### config.mk
export PLATFORM = sky130hd
export DESIGN_NAME = rv_fetch_req
export DESIGN_NICKNAME = d
export VERILOG_FILES = /design/src/rtl/rv_fetch_pkg.sv /design/src/rtl/rv_fetch_req_add.sv /design/src/rtl/rv_fetch_req.sv
export SDC_FILE = /design/constraint.sdc
export NUM_CORES = 1
export LEC_CHECK = 0
export ABC_AREA = 1
export CAP_MARGIN = 25
export CORE_MARGIN = 2
export CORE_UTILIZATION = 38
export DETAILED_ROUTE_END_ITERATION = 10
export PLACE_DENSITY = 0.89
export SYNTH_ARGS = -nofsm -noshare
export SYNTH_HDL_FRONTEND = slang
export SYNTH_SLANG_ARGS = --single-unit
### constraint.sdc
create_clock -name i_clk -period 1.9 [get_ports i_clk]
set_input_delay 0.475 -clock i_clk [delete_from_list [all_inputs] [get_ports i_clk]]
set_output_delay 0.475 -clock i_clk [all_outputs]
set_load 0.05 [all_outputs]
### src/rtl/rv_fetch_pkg.sv
// Shared types for the instruction-fetch request sequencer.
// No logic; enum encoding and the stale-response depth live here.
package rv_fetch_pkg;

    typedef enum logic [1:0] {
        IDLE = 2'd0,
        REQ  = 2'd1,
        WAIT = 2'd2
    } fetch_state_t;

    localparam int unsigned FETCH_MAX_STALE = 2;

endpackage

### src/rtl/rv_fetch_req_add.sv
// Combinational adder with carry-in, used for the fetch word-address increment.
// Zero latency; no flow control.
module add #(
    parameter int WIDTH = 8
) (
    input  logic [WIDTH-1:0] i_a,
    input  logic [WIDTH-1:0] i_b,
    input  logic             i_carry,
    output logic [WIDTH-1:0] o_sum
);

    assign o_sum = i_a + i_b + {{(WIDTH-1){1'b0}}, i_carry};

endmodule

### src/rtl/rv_fetch_req.sv
// Fetch request sequencer: one live word read at a time, stale reads drained and dropped after a redirect.
// Request comb from IDLE (same cycle as eligibility), held until accepted; pushes comb from i_bus_rvalid.
module rv_fetch_req
    import rv_fetch_pkg::*;
#(
    parameter int                          IADDR_SPACE_BITS = 16,
    parameter int                          WIDTH            = 16,
    parameter logic [IADDR_SPACE_BITS-2:0] RESET_PC         = '0
) (
    input  logic                          i_clk,
    input  logic                          i_reset_n,
    input  logic                          i_flush,
    input  logic [IADDR_SPACE_BITS-2:0]   i_flush_pc,
    output logic                          o_bus_req,
    output logic [IADDR_SPACE_BITS-3:0]   o_bus_addr,
    input  logic                          i_bus_ready,
    input  logic                          i_bus_rvalid,
    input  logic [2*WIDTH-1:0]            i_bus_rdata,
    input  logic                          i_buf_full,
    output logic                          o_push_single,
    output logic                          o_push_double,
    output logic [WIDTH-1:0]              o_data_lo,
    output logic [WIDTH-1:0]              o_data_hi,
    output logic                          o_buf_clear,
    output logic [IADDR_SPACE_BITS-2:0]   o_buf_pc
);

    localparam int AW = IADDR_SPACE_BITS - 2;
    localparam int PW = IADDR_SPACE_BITS - 1;

    fetch_state_t    r_state;
    fetch_state_t    w_state_nxt;
    logic [AW-1:0]   r_fetch_addr;
    logic            r_misalign;
    logic            r_live;
    logic [1:0]      r_stale;
    logic            r_buf_clear;
    logic [PW-1:0]   r_buf_pc;

    logic            w_start;
    logic            w_bus_req;
    logic            w_accept;
    logic            w_live_rsp;
    logic            w_drop;
    logic            w_staled;
    logic [1:0]      w_stale_nxt;
    logic [AW-1:0]   w_addr_inc;

    add #(.WIDTH(AW)) u_add (
        .i_a     (r_fetch_addr),
        .i_b     ({{(AW-1){1'b0}}, 1'b1}),
        .i_carry (1'b0),
        .o_sum   (w_addr_inc)
    );

    assign w_start    = (r_state == IDLE) & !i_flush & !r_buf_clear & !i_buf_full &
                        !r_live & (r_stale < 2'(FETCH_MAX_STALE));
    assign w_bus_req  = (r_state == REQ) | w_start;
    assign w_accept   = w_bus_req & i_bus_ready;
    assign w_live_rsp = i_bus_rvalid & (r_stale == 2'd0) & r_live & !i_flush & !r_buf_clear;

    // A response at the flush cycle with nothing stale is the live one: it cancels its own staling.
    assign w_drop      = i_bus_rvalid & ((r_stale != 2'd0) | (i_flush & r_live));
    assign w_staled    = i_flush & (r_live | w_accept);
    assign w_stale_nxt = r_stale + 2'(w_staled) - 2'(w_drop);

    always_comb begin
        w_state_nxt = r_state;
        case (r_state)
            IDLE:    if (w_start) w_state_nxt = i_bus_ready ? WAIT : REQ;
            REQ:     if (i_bus_ready) w_state_nxt = WAIT;
            WAIT:    if (w_live_rsp) w_state_nxt = IDLE;
            default: w_state_nxt = IDLE;
        endcase
        if (i_flush) w_state_nxt = IDLE;
    end

    always_ff @(posedge i_clk or negedge i_reset_n) begin
        if (!i_reset_n) r_state <= IDLE;
        else            r_state <= w_state_nxt;
    end

    always_ff @(posedge i_clk or negedge i_reset_n) begin
        if (!i_reset_n) begin
            r_fetch_addr <= RESET_PC[PW-1:1];
            r_misalign   <= RESET_PC[0];
            r_live       <= 1'b0;
            r_stale      <= 2'd0;
            r_buf_clear  <= 1'b1;
            r_buf_pc     <= RESET_PC;
        end else begin
            r_stale <= w_stale_nxt;
            if (i_flush) begin
                r_buf_clear  <= 1'b1;
                r_buf_pc     <= i_flush_pc;
                r_fetch_addr <= i_flush_pc[PW-1:1];
                r_misalign   <= i_flush_pc[0];
                r_live       <= 1'b0;
            end else begin
                r_buf_clear <= 1'b0;
                if (w_accept) begin
                    r_fetch_addr <= w_addr_inc;
                    r_live       <= 1'b1;
                end else if (w_live_rsp) begin
                    r_live <= 1'b0;
                end
                if (w_live_rsp) r_misalign <= 1'b0;
            end
        end
    end

    assign o_bus_req     = w_bus_req;
    assign o_bus_addr    = r_fetch_addr;
    assign o_push_single = w_live_rsp & r_misalign;
    assign o_push_double = w_live_rsp & !r_misalign;
    assign o_data_lo     = i_bus_rdata[WIDTH-1:0];
    assign o_data_hi     = i_bus_rdata[2*WIDTH-1:WIDTH];
    assign o_buf_clear   = r_buf_clear;
    assign o_buf_pc      = r_buf_pc;

endmodule

==> impl_metrics.toml, run 1 <==
[status]
outcome = "complete, no violations"

[power]
switchingPower_uw = 940
p_seq_frac = 0.415
combPwrFrac = 0.343
intPower_mw = 1.46
clkPwrFrac = 0.242
p_leak_nw = 1.26
power.total_mw = 2.40
vdd.ir_drop.worst_uv = 285
power_density_mw_per_mm2 = 941
swShare = 0.391

[synthesis]
syn_area_per_cell_sq_um = 7.83
syn_area_sq_mm = 0.00204
synth_fp_nets = 317
syn_inst = 261
yosys.cell_types.count = 28
yosys_warnings = 0
ys_seq_area_frac = 0.441
synth-seq-cells = 36

[timing]
tns_ps = 0
fin_crit_ps = 1850
finClkSkew_ps = 8.75
finalHoldViolations = 0
maxSlewViolCount = 0
slew_headroom = 0.709
worst_slew_pin_slew_ps = 437
fmax_ghz = 0.540
fin_crit_sh = 0.974
hold-worst-slack_ps = 113
finalSetupViolCount = 0

[clocking]
cts_tree = "built"
insertion_delay_ps = 290
htree_levels = 2
clockBufferDepth = 2
cts_hold_buf = 0
numCtsBuffers = 5
root_buffer = "clkbuf_8"
clkTransAtPathRegs_ps = 80
cts_sinks = 36

[global_routing]
grt_max_degree = 22
grtUsageTotal = 0.167
antenna_found_initial = 0
grt_pass1_wl_mm = 7.90
grt_pass1_vias = 1799
grt_overflow_total = 0

[floorplanning]
initial_core_util = 0.398
io_pins = 118
die_x_um = 77.4
die_h_um = 77.4
coreArea_sq_mm = 0.00514
die_area_sq_mm = 0.00598
rows = 26

[route]
post_drt_wl_per_cell_um = 13.5
drt-pass1-iter-count = 5
vias_per_cell = 4.91
drt_wl_total_mm = 4.92
routed-via-count = 1781
ant_nets = 0
drt_iter0_drc = 148
remaining_drc_errors = 0

[run]
max_cap_violations = 0

[final_layout]
final_util = 0.496
multi_input_area_sq_um = 863
diodes = 0
regArea_sq_um = 902
drive_gt1_frac = 0.232
area_growth_pct = 24.8
num-fill-cells = 492
finalNetCount = 348

[worst_setup_path]
r2r_cells = 10
worstReg2RegStart = "r_stale[1]"
cp_max_fo = 3
reg2reg_to = "r_stale[1]"
arrival_ps = 1380
critical_path_class = "flip-flop to primary output"
crit_path_start_kind = "flip-flop"
critPathRequiredTime_ps = 1420
reg2reg_slack_ps = 210
end_kind = "primary output"
worstPathCellList = "nor2_2 > nand3_2 > nand2_4 > buf_4 > buf_12"
cp_slowest_stage_delay_ps = 600
cpMaxStageDelayCell = "dfstp_2"

[hold_path]
hold_path_class = "input pin to async pin"

[place]
gp_congestion = 0.810
dpl.hpwl_mm = 3.63
io_buffers = 53
what timing repair did:
| item | CTS | global route |
|---|---|---|
| buffers inserted | 0 | 1 |
| cloned | 0 | 0 |
| setup endpoints to repair | 3 | 2 |
| pin swaps | 6 | 0 |
| resized for setup | 9 | 2 |
worst max-delay path: cells and delay by family, from the launching register on:
family        cells  cell delay, ps
buf+inv           2             280
simple gates      3             210
flops             1             600
metrics by stage:
step	setup WS, ps	instance area, sq um	instances
after detailed placement	-299	2420	354
after CTS	28.0	2540	362
after floorplan	6.07	2050	261
after global placement	-231	2420	354
after global routing	-14.8	2550	363
final	49.5	2550	363
layer usage:
metal / wire length (um) / global-route usage / up-vias
met3: 343 / 0.0488 / 22
met2: 2400 / 0.277 / 60
met1: 2050 / 0.194 / 843
met4: 129 / 0.0929 / 0
li1: - / - / 856
met5: 0 / 0 / -
synthesized netlist by cell type:
cell type,number,area (sq um)
xnor2_1,5,43.8
o21bai_1,2,15.0
clkbuf_1,1,3.75
or2_2,2,12.5
inv_4,1,6.26
inv_2,1,3.75
nor3_1,1,5.00
nor2_2,3,18.8
nor2_1,16,60.1
nand4_1,1,6.26
buf_6,1,11.3
nand2_8,1,20.0
nand3b_1,1,7.51
dfrtp_1,35,876
buf_2,3,15.0
nand2_1,100,375
o21ai_0,8,40.0
and3_1,1,6.26
nor2_4,1,11.3
a21oi_1,3,15.0
dfstp_2,1,26.3
nand2_4,1,11.3
buf_4,32,240
nand3_1,24,120
ha_1,3,37.5
nand2_2,1,6.26
inv_1,11,41.3
xor2_1,1,8.76
layout by cell type (no fill, tap or decap), types with 2 or more instances in the layout:
cell type	n
nand2_1	100
buf_4	37
dfrtp_1	35
nand3_1	22
clkdlybuf4s50_1	16
nor2_1	12
inv_1	11
o21ai_0	7
clkbuf_8	6
xnor2_1	5
nor2_2	5
buf_12	4
nor2_4	3
a21oi_1	3
ha_1	3
dlygate4sd2_1	3
nand2_4	2
o21bai_1	2
or2_2	2
clkinvlp_4	2
power by group through the flow:
| stage | logic [mW] | clock network, mW | registers, mW |
|---|---|---|---|
| 2_1_floorplan | 0.464 | 0 | 1.24 |
| 3_3_place_gp | 0.793 | 0 | 0.996 |
| 3_5_place_dp | 0.814 | 0 | 1.00 |
| 4_1_cts | 0.825 | 0.589 | 0.991 |
| 5_1_grt | 0.883 | 0.618 | 1.02 |
| 6_report | 0.824 | 0.581 | 0.996 |
kinds of logic (layout without fill, tap and decap cells):
| logic type | count (synthesis) | after routing | share of synthesized area |
|---|---|---|---|
| simple gates | 153 | 153 | 0.323 |
| flops | 36 | 36 | 0.441 |
| compound gates | 13 | 13 | 0.0343 |
| xor+xnor | 6 | 6 | 0.0257 |
| fa+ha+maj | 3 | 3 | 0.0184 |
| buf+inv | 50 | 82 | 0.157 |
flip-flops by register name, indices dropped and copies added (netlist names):
name,cells
o_buf_clear,1
r_misalign,1
r_live,1
o_bus_addr,14
r_state,2
r_stale,2
o_buf_pc,15
layout make-up:
class | instances | area share
clock inverter | 2 | 0.00589
sequential | 36 | 0.354
tap | 70 | 0.0343
multi-input combinational | 175 | 0.338
clock buffer | 6 | 0.0324
inverter | 13 | 0.0201
timing repair buffer | 61 | 0.215
worst max-delay path by stage:
stage,from,endpoint,slack [ps]
final,o_buf_clear,o_bus_req,50
after global routing,i_bus_rvalid,o_push_single,-10
after CTS,r_live,o_push_single,30
after detailed placement,i_flush,r_stale[1],-300
after global placement,i_flush,r_stale[1],-230
after floorplan,o_buf_clear,r_stale[0],6
No activity file was read; power rests on OpenSTA's default activity.
==> inputs of run 2 (changes only) <==
--- a/config.mk
+++ b/config.mk
@@ -9,6 +9,7 @@
 export CAP_MARGIN = 25
 export CORE_MARGIN = 2
 export CORE_UTILIZATION = 38
+export CTS_CLUSTER_DIAMETER = 30
 export DETAILED_ROUTE_END_ITERATION = 10
 export PLACE_DENSITY = 0.89
 export SYNTH_ARGS = -nofsm -noshare
==> results of run 2 <==
Final layout, timing and power as in run 1 (identical DEF).
==> inputs of run 3 (changes only) <==
--- a/config.mk
+++ b/config.mk
@@ -5,13 +5,13 @@
 export SDC_FILE = /design/constraint.sdc
 export NUM_CORES = 1
 export LEC_CHECK = 0
-export ABC_AREA = 1
 export CAP_MARGIN = 25
 export CORE_MARGIN = 2
 export CORE_UTILIZATION = 38
 export CTS_CLUSTER_DIAMETER = 30
 export DETAILED_ROUTE_END_ITERATION = 10
-export PLACE_DENSITY = 0.89
+export PLACE_DENSITY = 0.9
+export SKIP_CTS_REPAIR_TIMING = 1
 export SYNTH_ARGS = -nofsm -noshare
 export SYNTH_HDL_FRONTEND = slang
 export SYNTH_SLANG_ARGS = --single-unit
==> run 3 against run 2 <==
The flow now finishes with violations (negative setup slack). Largest cell class unchanged. Maximum frequency fell by 9.8%. Critical path depth did not move. Clock skew up 0.86 ps. Sequential cell count did not move. Via count is 10% lower.
==> impl_metrics.toml, run 3 <==
[worst_setup_path]
end_kind = "primary output"
arrival_ps = 1580
crit_path_start_kind = "flip-flop"
startpoint = "r_live"
critPathRequiredTime_ps = 1420
critical_path_class = "flip-flop to primary output"
worstReg2RegStart = "r_live"
cp_max_fo = 4

[synthesis]
synth_fp_nets = 258
yosys_most_used_dff = "dfrtp_1"
synth_edf_count = 0
synth.most_common_cell = "dfrtp_1"
synth.largest_area_cell = "dfrtp_1"
synth-seq-cells = 36
ys_seq_area_frac = 0.455
yosys.cell_types.count = 38
syn_area_sq_mm = 0.00198
syn_inst = 202
synthDominantCellAreaShare = 0.442
synth_commonest_cells = "dfrtp_1, buf_4, nand2_1"
synth-async-reset-ratio = 1.00
syn_area_per_cell_sq_um = 9.81
yosys_warnings = 0
synth.area.top_cells = "dfrtp_1, buf_4, mux2_2"

[floorplanning]
die_area_sq_mm = 0.00581
io_pins = 118
initial_core_util = 0.390
coreArea_sq_mm = 0.00507
die_x_um = 76.2
die_h_um = 76.2
rows = 26

[timing]
rsz0062_at_grt = "yes"
maxSlewViolCount = 0
fin_crit_ps = 2050
finalSetupViolCount = 3
slew_headroom = 0.648
finClkSkew_ps = 9.61
worst_slew_pin_slew_ps = 526
fin_crit_sh = 1.08
fin_ws_ps = -151
hold-worst-slack_ps = 207
finalHoldViolations = 0
fmax_ghz = 0.488

[global_routing]
grt_pass1_wl_mm = 7.02
grt_pass1_vias = 1551
busiest_layer = "met2"
grt_overflow_total = 0
grtUsageTotal = 0.148
use_met1 = 0.173
grtUsageMet2 = 0.258
antenna_found_initial = 0
grt_max_degree = 37
grt_use_met3 = 0.0486

[final_layout]
multi_input_area_sq_um = 810
mostFrequentLayoutCells = "buf_4, dfrtp_1, clkdlybuf4s50_1, nand2_1, inv_1"
area_growth_pct = 26.7
drive_gt1_frac = 0.311
finalNetCount = 290
final_common_cell = "buf_4"
num-fill-cells = 487
largest_register_ffs = 15
regArea_sq_um = 903
final_util = 0.494
diodes = 0

[power]
power_density_mw_per_mm2 = 867
power.total_mw = 2.18
vdd.ir_drop.worst_uv = 427
p_leak_nw = 1.10

[place]
io_buffers = 53
place_ws_ps = -489
dpl.hpwl_mm = 3.07
gp_congestion = 0.714

[clocking]
htree_levels = 2
clockBufferDepth = 2
insertion_delay_ps = 290
root_buffer = "clkbuf_8"
cts_sinks = 36
clkTransAtPathRegs_ps = 70
cts_tree = "built"
numCtsBuffers = 5

[route]
routed-via-count = 1596
remaining_drc_errors = 0
ant_nets = 0
drt-pass1-iter-count = 4
vias_per_cell = 5.23
drt_wl_total_mm = 4.47
drt_iter0_drc = 107
post_drt_wl_per_cell_um = 14.7

[status]
violations = "negative setup slack"
outcome = "finished with violations"

[run]
max_cap_violations = 0

[hold_path]
hold_path_class = "input pin to async pin"
## run 3: cell types whose count changed after synthesis, sizes merged, moves of 7 or more
cell / before / now
a31oi: 0 / 7
nand2: 103 / 14
nand3: 24 / 10
or4: 0 / 9
o31ai: 0 / 7
nor2: 20 / 13
mux2: 0 / 8
## run 3: layer usage
layer  wire length [um]  part of all wire  vias up
li1                   -                 -      754
met1               1930              0.43      788
met2               2230              0.50       50
met3                289             0.065        4
met4                 21            0.0047        0
met5                  0                 0        -
## run 3: final cells by class
cell class              instances  share of cell area
repair buffers                 65               0.233
flip-flops and latches         36               0.360
inverters                      11              0.0165
well taps                      70              0.0349
clock buffers                   7              0.0304
multi-input cells             115               0.323
clock inverters                 1             0.00200
## run 3: through the flow
stage | cell area (sq um) | cells | TNS, ps
finish | 2510 | 305 | -353
global route | 2510 | 305 | -553
CTS | 2440 | 303 | -2810
detailed placement | 2360 | 295 | -7180
global placement | 2360 | 295 | -6310
floorplan | 2000 | 202 | -263
## run 3: worst paths after layout
path | depth (start not counted) | slack (ps) | to
hold / removal | 2 | 210 | o_buf_pc[8]
setup reg to reg | 9 | 60 | r_stale[1]
setup / recovery | 5 | -150 | o_bus_req
max in group asynchronous | 2 | 1310 | r_stale[1]
min in group i_clk | 1 | 510 | o_buf_pc[13]
hold reg to reg | 1 | 510 | o_buf_pc[13]
## run 3: power by group
| part | switching (mW) | internal [mW] |
|---|---|---|
| Combinational | 0.422 | 0.274 |
| Clock | 0.265 | 0.257 |
| Sequential | 0.0973 | 0.861 |
## run 3: cells by family after synthesis
group | count (synthesis) | share of synthesized area
adders and majority gates | 3 | 0.0190
DFF | 36 | 0.455
AOI/OAI and AO/OA | 38 | 0.123
buffers and inverters | 51 | 0.162
and+or+nand+nor | 62 | 0.177
xor gates and xnor gates | 3 | 0.0133
muxes | 9 | 0.0505
## run 3: worst max-delay path: stages (launching register included)
cell and delay (ps):
dfrtp_1 410, nor4_4 360, buf_4 200, a21oi_2 70, nor2_4 100, buf_8 150
